`config.mk`:
```
export PLATFORM = sky130hd
export DESIGN_NAME = stall_ctrl
export DESIGN_NICKNAME = d
export VERILOG_FILES = /design/src/rtl/stall_ctrl.sv
export SDC_FILE = /design/constraint.sdc
export NUM_CORES = 1
export LEC_CHECK = 0
export CAP_MARGIN = 0
export CELL_PAD_IN_SITES_DETAIL_PLACEMENT = 2
export CELL_PAD_IN_SITES_GLOBAL_PLACEMENT = 2
export CORE_MARGIN = 2
export CORE_UTILIZATION = 26
export DETAILED_ROUTE_END_ITERATION = 16
export PLACE_DENSITY_LB_ADDON = 0.1
export SLEW_MARGIN = 30
export SYNTH_ARGS = -nofsm -noshare
export SYNTH_HDL_FRONTEND = slang
export SYNTH_SLANG_ARGS = --single-unit
```
`constraint.sdc`:
```
create_clock -name clk -period 2.05 [get_ports clk]
set_clock_uncertainty 0.05 [all_clocks]
set_input_delay 0.205 -clock clk [delete_from_list [all_inputs] [get_ports clk]]
set_output_delay 0.205 -clock clk [all_outputs]
set_load 0.005 [all_outputs]
```
`src/rtl/stall_ctrl.sv`:
```
// stall_ctrl: pipeline stall sequencer for the 5-stage core.
// Merges load-use, divide and data-SRAM stall requests into one StallBus.
// The sequencer also times the multi-cycle divide.
// Optional build macro: STALL_PERF_CNT_EN adds three 32-bit stall-cycle counters.
module stall_ctrl #(
    parameter int DIV_CYCLES = 33,
    parameter int CNT_W      = 6
) (
    input  logic       clk,
    input  logic       rst,
    input  logic       stallreq_for_load,
    input  logic       div_start,
    input  logic       stallreq_mem,
    output logic [5:0] stall,
    output logic       div_done,
    output logic       busy
`ifdef STALL_PERF_CNT_EN
    ,
    output logic [31:0] perf_load,
    output logic [31:0] perf_div,
    output logic [31:0] perf_mem
`endif
);

    localparam logic [1:0] S_IDLE     = 2'd0;
    localparam logic [1:0] S_LD_BUB   = 2'd1;
    localparam logic [1:0] S_DIV_RUN  = 2'd2;
    localparam logic [1:0] S_DIV_WAIT = 2'd3;

    localparam logic [5:0] STALL_NONE = 6'b000000;
    localparam logic [5:0] STALL_LOAD = 6'b000111;
    localparam logic [5:0] STALL_DIV  = 6'b001111;
    localparam logic [5:0] STALL_MEM  = 6'b011111;

    // The start cycle itself is one of the DIV_CYCLES occupancy cycles,
    // so the counter is loaded with one less than the total.
    localparam logic [CNT_W-1:0] CNT_LOAD = CNT_W'(DIV_CYCLES - 1);

    logic [1:0]       state_reg, state_next;
    logic [CNT_W-1:0] cnt_reg, cnt_next;
    logic             load_cause, div_cause, mem_cause;
    logic             div_done_next;
    logic [5:0]       stall_next;

    // Next-state, counter and stall-cause decode
    always_comb begin
        state_next    = state_reg;
        cnt_next      = cnt_reg;
        load_cause    = 1'b0;
        div_cause     = 1'b0;
        div_done_next = 1'b0;
        mem_cause     = stallreq_mem;
        case (state_reg)
            S_IDLE, S_LD_BUB: begin
                // A divide takes precedence over a load-use request; the
                // divider starts even under a MEM stall because it free-runs.
                // In LD_BUB the load request is dropped: one bubble is enough.
                if (div_start) begin
                    div_cause  = 1'b1;
                    cnt_next   = CNT_LOAD;
                    state_next = S_DIV_RUN;
                end else if (state_reg == S_IDLE && stallreq_for_load) begin
                    // Under a MEM stall the bubble is deferred: the load
                    // consumer is frozen anyway and will ask again.
                    if (!stallreq_mem) begin
                        load_cause = 1'b1;
                        state_next = S_LD_BUB;
                    end
                end else begin
                    state_next = S_IDLE;
                end
            end
            S_DIV_RUN: begin
                cnt_next = (cnt_reg != '0) ? cnt_reg - 1'b1 : '0;
                if (cnt_reg != '0) begin
                    div_cause = 1'b1;
                end else begin
                    div_done_next = 1'b1;
                    state_next    = stallreq_mem ? S_DIV_WAIT : S_IDLE;
                end
            end
            S_DIV_WAIT: begin
                // Result stays valid until the pipeline can accept it.
                div_done_next = 1'b1;
                if (!stallreq_mem) state_next = S_IDLE;
            end
            default: state_next = S_IDLE;
        endcase
    end

    // Highest-priority cause selects the bus encoding: MEM > DIV > LOAD
    always_comb begin
        stall_next = STALL_NONE;
        if (mem_cause)       stall_next = STALL_MEM;
        else if (div_cause)  stall_next = STALL_DIV;
        else if (load_cause) stall_next = STALL_LOAD;
    end

    // Outputs are forced quiet while reset is asserted
    always_comb begin
        stall    = rst ? stall_next : STALL_NONE;
        div_done = rst & div_done_next;
        busy     = rst & (state_reg != S_IDLE);
    end

    // Sequencer state and divide counter
    always_ff @(posedge clk) begin
        if (!rst) begin
            state_reg <= S_IDLE;
            cnt_reg   <= '0;
        end else begin
            state_reg <= state_next;
            cnt_reg   <= cnt_next;
        end
    end

`ifdef STALL_PERF_CNT_EN
    logic [31:0] perf_load_reg, perf_div_reg, perf_mem_reg;

    // Stall-cycle counters keyed on the final bus encoding
    always_ff @(posedge clk) begin
        if (!rst) begin
            perf_load_reg <= '0;
            perf_div_reg  <= '0;
            perf_mem_reg  <= '0;
        end else begin
            if (stall_next == STALL_LOAD) perf_load_reg <= perf_load_reg + 32'd1;
            if (stall_next == STALL_DIV)  perf_div_reg  <= perf_div_reg + 32'd1;
            if (stall_next == STALL_MEM)  perf_mem_reg  <= perf_mem_reg + 32'd1;
        end
    end

    assign perf_load = perf_load_reg;
    assign perf_div  = perf_div_reg;
    assign perf_mem  = perf_mem_reg;
`endif

endmodule

```
# --- After elaboration in Yosys (flattened, before gate mapping) ---
# Index checks and enable logic that the tools add are counted.
word_totals:
  output_inout_bits: 8
  input_bits: 5
  wordCells: 43
  register_bits: 8
classes:
  n_addsub: 1
  n_reduce_logical: 8
  bitwise: 2
  mux: 23
  n_eq_ne: 7
op_table:
  columns: ["cell", "n"]
  rows:
  - ["$mux W6", 3]
  - ["$mux W2", 6]
  - ["$pmux W6 S2", 1]
  - ["$mux W1", 7]
  - ["$ne A2 B2 Y1 const B", 3]
  - ["$pmux W2 S3", 1]
  - ["$reduce_bool A6 Y1", 1]
  - ["$sub A6 B1 Y6 const B", 1]
  - ["$mux W5", 1]
  - ["$eq A2 B2 Y1 const B", 2]
  - ["$mux W4", 1]
  - ["$ne A4 B4 Y1 const B", 1]
  - ["$pmux W1 S2", 2]
  - ["$reduce_bool A2 Y1", 2]
  - ["$mux W3", 1]
  - ["$reduce_and A3 Y1", 1]
  - ["$and A1 B1 Y1", 2]
  - ["$eq A2 B1 Y1 const B", 1]
  - ["$logic_not A2 Y1", 1]
  - ["$reduce_and A2 Y1", 1]
  - ["$reduce_or A2 Y1", 1]
  - ["$logic_and A1 B1 Y1", 1]

# --- Logic depth before layout (Yosys ltp) ---
depth:
  ltp_word: 9
  depth_mapped: 6
  mapped_depth_nobuf: 5

# --- Worst setup path before layout ---
# OpenSTA, ideal clock, no wires.
synth_timing:
  path_type: "flip-flop to output port"
  from: "register cnt_reg[4]"
  to: "output stall[1]"
  t_required_ps: 1795
  slack_ps: 471
  stages_incl_launch_ff: 5
  n_path_buf: 1
  t_arrival_ps: 1324
  path_cell_list: "dfxtp_1 or3_4 o21ai_1 a21oi_1 buf_4"
synth_via:
  elab_chain_cells: 6
synth_rtl:
  columns: ["item", "line", "rtl"]
  rows:
  - ["start: declaration", "40", "logic [CNT_W-1:0] cnt_reg, cnt_next;"]
  - ["start signal: assignment", "113", "cnt_reg <= cnt_next;"]
  - ["$reduce_bool A6 Y1", "75", "if (cnt_reg != '0) begin"]
  - ["$mux W1", "75", null]
  - ["$pmux W1 S2", "53", "case (state_reg)"]
  - ["$mux W4", "95", "else if (div_cause) stall_next = STALL_DIV;"]
  - ["$mux W5", "94", "if (mem_cause) stall_next = STALL_MEM;"]
  - ["$mux W6", "101", "stall = rst ? stall_next : STALL_NONE;"]
  - ["end: declaration", "14", "output logic [5:0] stall,"]
# Every way passes these cells.

# --- Worst setup path in the final report ---
layout_timing:
  from: "register cnt_reg[0]"
  to: "output div_done"
layout_via:
  elab_chain_cells: 4
layout_rtl:
  columns: ["item", "line", "rtl"]
  rows:
  - ["$reduce_bool A6 Y1", "75", null]
  - ["$mux W1", "75", null]
  - ["$pmux W1 S2", "53", null]
  - ["$and A1 B1 Y1", "102", "div_done = rst & div_done_next;"]
  - ["end: declaration", "15", "output logic div_done,"]
# Every way passes these cells.

==> summary.md <==
Pin placement for this block handled 13 I/O pins. The cell count after placement came out at 107. The library cell used most frequently in the layout, excluding fill and tap cells, is sky130_fd_sc_hd__buf_4.

The width of the chip works out to 49.0 um. The number of remaining DRC errors was 0. For this configuration, the core starts out at a cell density of 27.1%.

The floorplan step defined a die boundary enclosing 0.00240 mm2. The shortest period the worst path allows came out at 1.92 ns. TritonCTS built the clock tree. The tools report the global routing usage summed across all routing layers as 15.6%. The total overflow left after global routing is 0. The post-detailed-route via-to-cell ratio came out at 4.96.

The placed instance area was 707 um2. The global-route met2 utilization was 25.8%. The depth of the worst hold-timing path is 2, and the number of endpoints failing setup at the final stage is 0. Buffers inserted during clock tree synthesis total 3. Synthesis inferred 8 register bits. The source-to-sink clock delay at the later pin of the worst-skew pair was 0.26 ns. The library cells used most frequently in the layout, excluding fill and tap cells, are sky130_fd_sc_hd__buf_4 (12), sky130_fd_sc_hd__dfxtp_1 (6). The area share of xor/xnor cells in the synthesized design is 3.33%, and the final-stage net count is 95. Summed over its instances, the top area cell type makes up 30.5% of the synthesized netlist area. The filler-free cell count of the finished design was 113; the leakage power summed over all cells was 0.000363 uW. The run finished with clean final reports. The final route contains 560 vias. The first global-routing pass estimated 2.84 mm of wire. The register area share after synthesis came out at 30.5%.

The first TritonRoute pass finished after 4 iterations. The worst hold path terminates at cnt_reg[1]. Along the worst path, the maximum fanout reaches 3. In this run the critical register-to-register path is captured at cnt_reg[5]. The mean routed wirelength per cell was 16.1 um; the placer congestion estimate was 0.747. The detail route stage leaves a number of antenna-violating nets equal to 0.

Of the total synthesized cell area, the portion taken by AND, OR, NAND and NOR gates is 29.3%. The Yosys step of the flow raised 0 warnings. The run gives 0 as the final count of pins violating max slew. Entering global routing, the biggest net connects 10 pins.

The root buffer cell chosen for the clock tree is sky130_fd_sc_hd__clkbuf_4. For the number of global-route vias before repair, the log shows 593. After synthesis, the cell types taking the most area are sky130_fd_sc_hd__dfxtp_1 (30%), sky130_fd_sc_hd__buf_4 (5.7%), sky130_fd_sc_hd__a31oi_1 (4.8%).

The combinational family with the most area after synthesis is simple AND/OR/NAND/NOR gates. Detailed placement ended at an HPWL of 1.22 mm. In this run the critical register-to-register path is launched from cnt_reg[0]. After synthesis, the share of cell area in mux cells is 2.14%. The design area was 803 um2.

The tools report the endpoint type of the worst setup path as an output pin. The final-report hold violation count is 0, and the worst slack at placement is -0.0470 ns. The tools report the endpoint required time on the critical path as 1.79 ns.

The critical path is of the reg2out type. The die height was 49.0 um; the top achievable clock speed was 0.520 GHz. Counting every instance in the synthesized netlist gives 64. The post-route netlist has 34.9% of its cells at a drive strength greater than 1. The number of antenna violations at the first check in global routing was 0.

The number of port buffers was 11. Setup repair after global routing left no endpoint under its margin. The repair_antennas step left the layout with diodes totalling 0. The run gives 0 as the number of max-capacitance violations reported. The logs give 0.35 ns for the internal reg-to-reg setup slack and 8 for the clock sink count.

Summing the areas of all fa, ha and maj instances in the mapped netlist gives 4.76% of the synthesized area. The tightest min-delay check is of the reg2reg type. In the post-route analysis, the smallest setup slack over all paths is 0.127 ns. The clock-pin slew on the worst setup and hold paths was 0.06 ns. Summed over all layers, the routed wires come to 1.82 mm. The nature of the critical path startpoint was a flip-flop.

The compound-cell area share of the yosys netlist was 19.3%; the flip-flop count of the largest register, all copies and words added was 6. Power spread over the standard cell area amounts to 763 mW/mm2. The area added between synthesis and finish works out to 52.9%.

VDD sags by at most 0.326 mV. Summing every instance area after synthesis gives 526 um2. met2 is the most crowded layer. The startpoint of the worst hold path was cnt_reg[1]. The number of distinct library cells after synthesis was 32. For the post-synth net total, the log shows 71.

The synthesized design spends more area on one cell type than any other, namely sky130_fd_sc_hd__dfxtp_1. The number of H-tree levels is 1, and the count of routing violations after the opening detailed-route iteration is 4. After clock tree synthesis, the flow added hold-fix buffers numbering 0.

The largest buffer count on any clock path is 2. The mean cell area of the mapped netlist is 8.21 um2. The met1 track demand over resource was 19.4%; the number of rows in the core area was 16.

The arrival time reported for the critical path endpoint is 1.67 ns. The floorplan step defined a core boundary enclosing 0.00194 mm2. Dividing the final minimum period by the clock period gives 93.8%. For the worst flop-to-flop path, the logic depth is 4. For this run, global-route usage on met3 was measured as 5.83%.
## critical path, stage by stage (launching register included)
cell	delay, ns
sky130_fd_sc_hd__dfxtp_1	0.31
sky130_fd_sc_hd__inv_1	0.10
sky130_fd_sc_hd__ha_2	0.22
sky130_fd_sc_hd__nand2b_4	0.07
sky130_fd_sc_hd__buf_4	0.15
sky130_fd_sc_hd__o21bai_2	0.16
sky130_fd_sc_hd__and3_1	0.17
sky130_fd_sc_hd__dlygate4sd2_1	0.23
## synthesized netlist by cell type (all sizes together)
cell and number:
xnor2 2, conb 1, nor3b 1, nand2b 3
or4b 1, nand3 2, inv 6, buf 4
or4 1, nor2 3, ha 2, o21bai 1
o21ai 3, or3 2, a31oi 4, nor3 2
o2111ai 1, and3 2, o22ai 1, o32ai 2
dfxtp 8, nor4b 1, nand2 5, o211ai 1
a21oi 2, mux2 1, nor2b 1, and2b 1
## layout make-up
class,count,area [um2]
Sequential cell,8,163
Timing Repair Buffer,23,211
Clock buffer,3,22.5
Multi-Input combinational cell,46,350
Tap cell,27,33.8
Inverter,6,22.5
Fill cell,225,1140
## how the worst max path moves through the flow
stage | startpoint | to | cells past startpoint
detailed placement | div_start | stall[1] | 5
global route | cnt_reg[1] | div_done | 7
global placement | div_start | stall[1] | 5
finish | cnt_reg[0] | div_done | 7
CTS | cnt_reg[4] | stall[3] | 4
floorplan | cnt_reg[4] | stall[1] | 4
## per-stage QoR
stage                     setup TNS [ns]  utilization [%]  total power (uW)  hold slack [ns]
after detailed placement          -0.137             36.4               439            0.459
after global routing                   0             41.4               659            0.476
final                                  0             41.4               613            0.451
after CTS                              0             39.6               601            0.463
after global placement           -0.0841             36.4               431            0.438
after floorplan                        0                -               338            0.293
## logic make-up (layout without fill, tap and decap cells)
logic type	Yosys count	in the layout
other	1	1
AOI/OAI and AO/OA	15	15
muxes	1	1
DFF	8	8
buffers and inverters	10	32
xor gates and xnor gates	2	2
and+or+nand+nor	25	25
adders and majority gates	2	2
## per-layer routing
metal / part of all wire, % / vias up
met5: 0 / -
met4: 0.44 / 0
met3: 3.6 / 2
met2: 50 / 10
met1: 46 / 278
li1: - / 270
## where the power goes
group | switching, uW | internal (uW) | total (uW)
Combinational | 138 | 151 | 288
Sequential | 20.4 | 176 | 196
Clock | 61.1 | 67.5 | 129
## repair_timing
| action | in CTS | in global routing |
|---|---|---|
| setup endpoints to repair | 5 | 4 |
| gates resized for setup | 8 | 7 |
| buffers inserted | 1 | 2 |
| pin swaps | 1 | 2 |
| cloned | 0 | 0 |
(Power assumes the default switching activity.)
